File: src/rtl/instruction_sequencer.sv
// instruction_sequencer: fetches ROM words, decodes the opcode and
// hands CALC operands to the compute core over a valid/ready handshake.
module instruction_sequencer #(
  parameter int WIDTH = 16,
  parameter int DEPTH = 64,
  localparam int ADDR_W = $clog2(DEPTH)
) (
  input  logic              clk,
  input  logic              rst,
  input  logic              start,
  output logic [ADDR_W-1:0] addr,
  input  logic [WIDTH-1:0]  instruction,
  output logic              calc_valid,
  output logic [11:0]       calc_operand,
  input  logic              calc_ready,
  input  logic              calc_done,
  output logic              busy,
  output logic              halted,
  output logic              error,
  output logic [15:0]       retired
);

  typedef enum logic [2:0] {
    S_IDLE,
    S_FETCH,
    S_DECODE,
    S_ISSUE,
    S_WAIT_DONE,
    S_HALTED,
    S_ERROR
  } state_t;

  localparam logic [3:0] OP_NOP  = 4'h0;
  localparam logic [3:0] OP_CALC = 4'h3;
  localparam logic [3:0] OP_HALT = 4'hF;

  state_t             state;
  state_t             next;
  logic [ADDR_W-1:0]  pc;
  logic [WIDTH-1:0]   ir;
  logic [3:0]         opcode;
  logic               is_nop;
  logic               is_calc;
  logic               is_halt;
  logic               last;
  logic               stopped;

  assign opcode  = ir[WIDTH-1 -: 4];
  assign is_nop  = opcode == OP_NOP;
  assign is_calc = opcode == OP_CALC;
  assign is_halt = opcode == OP_HALT;
  assign last    = pc == ADDR_W'(DEPTH - 1);
  assign stopped = state == S_IDLE
                || state == S_HALTED
                || state == S_ERROR;

  always_ff @(posedge clk or posedge rst) begin
    if (rst) begin
      state <= S_IDLE;
    end else begin
      state <= next;
    end
  end

  always_comb begin
    next = state;
    case (state)
      S_IDLE, S_HALTED, S_ERROR: begin
        if (start) next = S_FETCH;
      end
      S_FETCH: next = S_DECODE;
      S_DECODE: begin
        unique case (1'b1)
          is_calc: next = S_ISSUE;
          is_nop:  next = last ? S_ERROR : S_FETCH;
          is_halt: next = S_HALTED;
          default: next = S_ERROR;
        endcase
      end
      S_ISSUE: begin
        if (calc_ready) next = S_WAIT_DONE;
      end
      S_WAIT_DONE: begin
        // pc never wraps: running off the ROM end is a fault
        if (calc_done) next = last ? S_ERROR : S_FETCH;
      end
      default: next = S_IDLE;
    endcase
  end

  always_comb begin
    calc_valid = 1'b0;
    busy       = 1'b0;
    halted     = 1'b0;
    error      = 1'b0;
    case (state)
      S_IDLE: ;
      S_HALTED: halted = 1'b1;
      S_ERROR: begin
        halted = 1'b1;
        error  = 1'b1;
      end
      S_ISSUE: begin
        busy       = 1'b1;
        calc_valid = 1'b1;
      end
      default: busy = 1'b1;
    endcase
  end

  always_ff @(posedge clk or posedge rst) begin
    if (rst) begin
      pc      <= '0;
      ir      <= '0;
      retired <= '0;
    end else begin
      if (stopped && start) begin
        pc      <= '0;
        retired <= '0;
      end
      if (state == S_FETCH) ir <= instruction;
      if (state == S_DECODE && is_nop && !last) pc <= pc + 1'b1;
      if (state == S_WAIT_DONE && calc_done) begin
        if (retired != 16'hFFFF) retired <= retired + 16'd1;
        if (!last) pc <= pc + 1'b1;
      end
    end
  end

  assign addr         = pc;
  assign calc_operand = ir[11:0];

endmodule

File: config.mk
export PLATFORM = sky130hd
export DESIGN_NAME = instruction_sequencer
export DESIGN_NICKNAME = d
export VERILOG_FILES = /design/src/rtl/instruction_sequencer.sv
export SDC_FILE = /design/constraint.sdc
export NUM_CORES = 1
export LEC_CHECK = 0
export CORE_ASPECT_RATIO = 1.75
export CORE_MARGIN = 2
export CORE_UTILIZATION = 53
export DETAILED_ROUTE_END_ITERATION = 8
export HOLD_SLACK_MARGIN = 0.08
export PLACE_DENSITY = 0.85
export SLEW_MARGIN = 20
export SYNTH_ARGS = -nofsm -noshare
export SYNTH_HDL_FRONTEND = slang
export SYNTH_SLANG_ARGS = --single-unit
File: constraint.sdc
create_clock -name clk -period 3.48 [get_ports clk]
set_clock_uncertainty 0.15 [all_clocks]
set_input_delay 0.87 -clock clk [delete_from_list [all_inputs] [get_ports clk]]
set_output_delay 0.87 -clock clk [all_outputs]
set_load 0.01 [all_outputs]
==> results of run 1 <==
[per-layer routing]
| metal | part of all wire [%] | global-route usage [%] | routed length (um) | up-vias |
|---|---|---|---|---|
| li1 | - | - | - | 961 |
| met1 | 37 | 27.56 | 2054 | 991 |
| met2 | 57 | 42.16 | 3135 | 40 |
| met3 | 3.4 | 5.645 | 186 | 12 |
| met4 | 2.6 | 11.04 | 145 | 0 |
| met5 | 0 | 0 | 0 | - |
[cell usage after synthesis (2+ instances only)]
cell,number
dfrtp_1,41
o21ai_0,22
mux2_2,18
buf_4,12
nand3_1,12
mux2i_1,10
nand2_1,10
a21oi_1,9
inv_1,9
clkbuf_1,6
and2_1,5
nor2_1,5
nor3_1,5
and3_1,4
and4_1,4
buf_2,4
nand4_1,4
nor4_1,4
o31ai_1,3
a221oi_1,2
a2bb2oi_1,2
and4bb_2,2
ha_1,2
nand4b_1,2
o21bai_1,2
or3_1,2
or3b_2,2
or4_1,2
or4_4,2
xor2_1,2
[worst max-delay path: cells and delay by family (launching register included)]
family / cells / cell delay [ps]
compound gates: 1 / 360
flops: 1 / 620
xor+xnor: 1 / 150
buf+inv: 1 / 610
[per-stage QoR]
stage | worst slack (ps) | total power, mW | instance area, um2 | instances | hold slack [ps]
6_report | 424.4 | 2.041 | 3033 | 334 | 364.7
5_1_grt | 282.9 | 2.178 | 3033 | 334 | 379.6
2_1_floorplan | 1229 | 1.368 | 2382 | 236 | 332.0
3_5_place_dp | 629.0 | 1.649 | 2913 | 326 | 347.6
3_3_place_gp | 663.4 | 1.620 | 2913 | 326 | 338.6
4_1_cts | 410.8 | 2.059 | 3033 | 334 | 366.4
[power by group through the flow]
stage               clock network (mW)  logic, mW  registers (mW)
finish                           0.404      0.866           0.771
global route                     0.431      0.947           0.801
CTS                              0.411      0.875           0.772
detailed placement                   0      0.868           0.781
global placement                     0      0.851           0.770
floorplan                            0      0.656           0.712
[worst max-delay path by stage]
stage / end / slack (ps)
4_1_cts: busy / 410
3_3_place_gp: retired[15]$_DFF_PP0_ / 660
2_1_floorplan: busy / 1230
6_report: busy / 420
3_5_place_dp: retired[15]$_DFF_PP0_ / 630
5_1_grt: busy / 280
[kinds of logic after synthesis]
logic type / after synthesis
flops: 41
simple gates: 75
buf+inv: 32
mux: 28
compound gates: 56
xor+xnor: 2
fa+ha+maj: 2
[cell usage in the layout, fill, tap and decap left out, types with 3 or more instances in the layout]
cell	n
and4_1	4
and3_1	4
nor4_1	4
buf_4	4
mux2i_1	10
clkbuf_8	6
o21ai_0	22
inv_1	9
a21oi_1	9
nand3_1	12
nor2_1	5
and2_1	5
nand4_1	4
mux2_2	18
clkdlybuf4s50_1	58
o31ai_1	3
dfrtp_1	41
nand2_1	10
nor3_1	5
[area by class of cell]
class,instances,area (um2)
multi-input cells,163,1179
clock buffers,6,82.58
fillers,337,1331
flip-flops and latches,41,1026
clock inverters,2,37.54
repair buffers,62,610.6
inverters,9,33.78
well taps,51,63.81
[registers in the layout, indices dropped and copies added, names as in the netlist]
signal and count:
addr 6, ir 16, retired 16, state 3
==> qor.yml, run 1 <==
die:
  die_w_um: 54.68
  ios: 59
  dieArea_um2: 5068
  fp.coreArea_um2: 4364
  row_count: 32
  start_util_pct: 54.59
  die_y_um: 92.69
sta:
  hold_violations: 0
  drv_slew: 0
  finalSetupTns_ps: 0
  worst_pin_slew_ps: 614.0
  min_period_ps: 3056
  report.final.setup_viol: 0
  fin_crit_sh_pct: 87.81
  slew_headroom_pct: 58.69
  fmax_mhz: 327.3
  grt_setup_unrepaired: "no"
worst_hold_path:
  min_from: "ir[1]$_DFFE_PP0P_"
  min_to: "ir[1]$_DFFE_PP0P_"
  hp-class: "flip-flop to flip-flop"
  min_path_cells: 1
layout:
  antenna_cells: 0
  area_delta_synth_final_pct: 27.31
  nNetsFinal: 305
  layout-drive-gt1-share_pct: 15.90
  post-route-util_pct: 69.50
grt:
  grt_antenna_before_repair: 0
  grt_max_degree: 42
  grt_pass1_vias: 2043
  grt_use_total_pct: 24.69
  grt_overflow: 0
  grt_pass1_wl_um: 9149
worst_setup_path:
  critPathRequiredTime_ps: 2460
  slowest_stage: "dfrtp_1"
  r2r_start: "state[1]$_DFFE_PP0P_"
  crit_start: "state[1]$_DFFE_PP0P_"
  critPathMaxFanout: 18
  reg2reg_depth: 5
  r2r_slack_ps: 1300
  critical_path.max_stage_delay_ps: 620
  end_kind: "output port"
  crit_path_cell_trace: "xor2_1, a21oi_1, clkdlybuf4s50_1"
  worst-setup-path-type: "flip-flop to output port"
  startpoint_type: "flip-flop"
  cp.arrival_ps: 2040
  r2r-end: "retired[15]$_DFF_PP0_"
synthesis:
  syn_area_per_cell_um2: 10.09
  synthMuxAreaShare_pct: 12.71
  ys_types: 57
  seq_area_frac_synth_pct: 43.07
  synth_compound_area_share_pct: 15.18
  synth-main-ff-cell: "dfrtp_1"
  synthSimpleGateAreaFrac_pct: 19.80
  syn_nets: 259
  synth-edff-count: 0
  synth_area_leaders: "dfrtp_1 (43%), mux2_2 (8.5%), o21ai_0 (4.6%)"
  syn_area_um2: 2382
  synth_top_family_by_area: "simple AND/OR/NAND/NOR gates"
  synth_top_area_share_pct: 43.07
  synth_fa_ha_area_share_pct: 1.050
  yosysWarnings: 0
  synth_xor_area_share_pct: 0.7353
  postSynth.asyncResetShare_pct: 100.0
  synth_area_leader_cell: "dfrtp_1"
  syn_inst: 236
  synth-seq-cells: 41
clock_tree:
  clock_path_buffers: 2
  cts_resized: 0
  cts_hold_buffers: 0
  cts_tree: "built"
  cts_max_level: 2
  cts_inserted_buffers: 5
  cts_root_buffer: "clkbuf_8"
  path_clk_slew_ps: 80
  clkSinkCount: 41
  insertion_delay_ps: 300
  cts_setup_buffers: 0
power_and_ir_drop:
  switching_share_pct: 34.03
  power_leakage_nw: 1.232
  power.density_nw_per_um2: 673.0
  peakVddDrop_mv: 0.5392
  p_switching_mw: 0.6946
  p_comb_share_pct: 42.4
  internal_power_mw: 1.346
  power_frac_clock_pct: 19.8
  p_seq_share_pct: 37.8
detailed_routing:
  first_iter_violations: 41
  drc_errors: 0
  via_per_inst: 6.000
  dr.pass1.iters: 4
  wirelength_um: 5521
  vias: 2004
  ant_nets: 0
  wire_per_inst_um: 16.53
run_status:
  outcome: "complete, no violations"
placed_design:
  port_buffers: 58
  hpwl_um: 4049
  gp_congestion: 0.8760
flow_run:
  cap_violations: 0
(Power assumes the default switching activity.)
==> run 2, diff against run 1 <==
--- a/config.mk
+++ b/config.mk
@@ -7,10 +7,11 @@
 export LEC_CHECK = 0
 export CORE_ASPECT_RATIO = 1.75
 export CORE_MARGIN = 2
-export CORE_UTILIZATION = 53
+export CORE_UTILIZATION = 30
+export CTS_BUF_LIST = sky130_fd_sc_hd__clkbuf_4 sky130_fd_sc_hd__clkbuf_8
 export DETAILED_ROUTE_END_ITERATION = 8
 export HOLD_SLACK_MARGIN = 0.08
-export PLACE_DENSITY = 0.85
+export PLACE_DENSITY = 0.53
 export SLEW_MARGIN = 20
 export SYNTH_ARGS = -nofsm -noshare
 export SYNTH_HDL_FRONTEND = slang
==> run 2 against run 1 <==
  * Register-to-register slack gained 90 ps
  * Critical endpoint unchanged
  * Clock power grew 17%
  * Cell count grew 12%
  * Sequential share of layout area shrank 0.72 points
  * Global-route usage shrank 10 points
  * Total power grew 3.8%
  * Sequential cell count is the same
  * Die area grew 72%
  * First-iteration DRC count grew 150%
  * Cell area grew 2.2%
==> qor.yml, run 2 (synthesized netlist as in run 1, its figures left out) <==
run_status:
  outcome: "complete, no violations"
worst_setup_path:
  cp-endpoint: "busy"
  slowest_stage: "clkdlybuf4s50_1"
  critPathMaxFanout: 16  # -2
  cp.arrival_ps: 2000  # -40 ps
  critical_path.max_stage_delay_ps: 610  # about the same
  r2r_slack_ps: 1390  # +90 ps
  crit_path_cell_trace: "xor2_1, a21oi_1, clkdlybuf4s50_1"
  r2r-end: "retired[15]$_DFF_PP0_"
  reg2reg_depth: 4  # -1
  worst-setup-path-type: "flip-flop to output port"
  critPathRequiredTime_ps: 2460  # about the same
  startpoint_type: "flip-flop"
  end_kind: "output port"
  crit_start: "state[0]$_DFFE_PP0P_"
  r2r_start: "state[1]$_DFFE_PP0P_"
detailed_routing:
  wl_met1_um: 2377  # +16%
  routed-wl-met2_um: 3324  # +6.0%
  wire_per_inst_um: 16.20  # -2.0%
  ant_nets: 0  # unchanged
  dr.pass1.iters: 4  # unchanged
  routed-wl-met3_um: 159  # -15%
  via_per_inst: 5.287  # -12%
  vias: 1972  # -1.6%
  route.top_layer_used: "met4"
  first_iter_violations: 102  # +150%
  wirelength_um: 6043  # +9.5%
  drc_errors: 0  # unchanged
clock_tree:
  clock_path_buffers: 2  # unchanged
  cts_hold_buffers: 0  # unchanged
  clkSinkCount: 41  # unchanged
  cts_max_level: 2  # unchanged
  path_clk_slew_ps: 80  # about the same
  cts_resized: 0  # unchanged
  cts_tree: "built"
  cts_setup_buffers: 0  # unchanged
  insertion_delay_ps: 310  # about the same
  cts_inserted_buffers: 5  # unchanged
  cts_root_buffer: "clkbuf_8"
power_and_ir_drop:
  power_leakage_nw: 1.244  # +0.92%
  p_seq_share_pct: 36.6  # -1.2 points
  p_comb_share_pct: 41.1  # -1.3 points
  power_frac_clock_pct: 22.4  # +2.6 points
  internal_power_mw: 1.402  # +4.1%
  peakVddDrop_mv: 0.2910  # -46%
  p_switching_mw: 0.7172  # +3.3%
  power.density_nw_per_um2: 683.8  # +1.6%
  switching_share_pct: 33.84  # -0.19 points
sta:
  finalSetupTns_ps: 0  # unchanged
  drv_slew: 0  # unchanged
  report.final.setup_viol: 0  # unchanged
  slew_headroom_pct: 58.00  # -0.69 points
  fin_crit_sh_pct: 86.87  # -0.93 points
  hold_violations: 0  # unchanged
  min_period_ps: 3023  # -32.42 ps
  grt_setup_unrepaired: "no"
  timing.hold.ws_ps: 360.9  # -3.876 ps
  fmax_mhz: 330.8  # +1.1%
  worst_pin_slew_ps: 624.2  # +10.20 ps
layout:
  seq_area_um2: 1026  # unchanged
  fillerInstances: 762  # +130%
  stdcell_area_um2: 3099  # +2.2%
  layout_common_cells: "clkdlybuf4s50_1 (58), dfrtp_1 (41), o21ai_0 (22)"
  antenna_cells: 0  # unchanged
  multi_input_area_um2: 1179  # unchanged
  mostFrequentLayoutCell: "clkdlybuf4s50_1"
  area_delta_synth_final_pct: 30.09
  layout.cells.non_filler: 373  # +12%
  layout-drive-gt1-share_pct: 15.90  # unchanged
  nNetsFinal: 305  # unchanged
die:
  dieArea_um2: 8698  # +72%
  ios: 59  # unchanged
  fp.coreArea_um2: 7801  # +79%
  row_count: 43  # +34%
  die_y_um: 121.9  # +31%
  die_w_um: 71.36  # +31%
  start_util_pct: 30.54  # -24 points
worst_hold_path:
  hp-class: "flip-flop to flip-flop"
placed_design:
  port_buffers: 58  # unchanged
  placed_area_um2: 2962  # +1.7%
  placed_cells: 365  # +12%
  gp_congestion: 0.7909  # -9.7%
  hpwl_um: 4459  # +10%
grt:
  grt_max_degree: 42  # unchanged
  grt_pass1_wl_um: 9694  # +6.0%
  grt_antenna_before_repair: 0  # unchanged
  grt_pass1_vias: 2028  # -0.73%
  grt_use_total_pct: 14.51  # -10 points
  grt_overflow: 0  # unchanged
flow_run:
  cap_violations: 0  # unchanged
run 2: cell types whose count changed in the layout (fill, tap and decap cells not counted):
cell	delta
bufinv_16	+1
clkbuf_8	-1
clkinvlp_4	-1
inv_6	+1
run 2: power groups by stage:
stage / registers [mW] / clock network (mW) / logic [mW]
4_1_cts: 0.774 / 0.493 / 0.887
3_3_place_gp: 0.777 / 0 / 0.878
3_5_place_dp: 0.784 / 0 / 0.882
2_1_floorplan: 0.712 / 0 / 0.656
6_report: 0.775 / 0.474 / 0.870
5_1_grt: 0.804 / 0.511 / 0.948
run 2: worst min path at each step:
| stage | cells past startpoint | endpoint | startpoint |
|---|---|---|---|
| after floorplan | 1 | ir[0]$_DFFE_PP0P_ | ir[0]$_DFFE_PP0P_ |
| after global placement | 1 | ir[4]$_DFFE_PP0P_ | ir[4]$_DFFE_PP0P_ |
| after detailed placement | 1 | ir[8]$_DFFE_PP0P_ | ir[8]$_DFFE_PP0P_ |
| after CTS | 1 | ir[8]$_DFFE_PP0P_ | ir[8]$_DFFE_PP0P_ |
| after global routing | 1 | ir[10]$_DFFE_PP0P_ | ir[10]$_DFFE_PP0P_ |
| final | 1 | ir[7]$_DFFE_PP0P_ | ir[7]$_DFFE_PP0P_ |
run 2: cell type report:
cell class,instances,area share (%)
clock buffers,5,2.220
multi-input cells,163,38.03
inverters,9,1.090
well taps,90,3.633
clock inverters,3,2.220
flip-flops and latches,41,33.10
repair buffers,62,19.70
run 2: worst max-delay path: cells and delay by family (launching register included):
family	cells	cell delay, ps
flip-flops	1	540
XOR/XNOR	1	240
buffers and inverters	1	610
AO/OA/AOI/OAI	1	300
run 2: metrics by stage:
step / total power, mW / utilization, % / worst slack (ps)
finish: 2.119 / 39.73 / 456.8
floorplan: 1.368 / - / 1229
detailed placement: 1.666 / 37.96 / 659.5
global placement: 1.656 / 37.96 / 677.6
global route: 2.264 / 39.73 / 343.4
CTS: 2.154 / 39.73 / 390.0
run 2: per-layer routing:
metal,track usage [%],up-vias
li1,-,962
met1,15.85,967
met2,25.17,32
met3,2.978,11
met4,8.962,0
met5,0,-
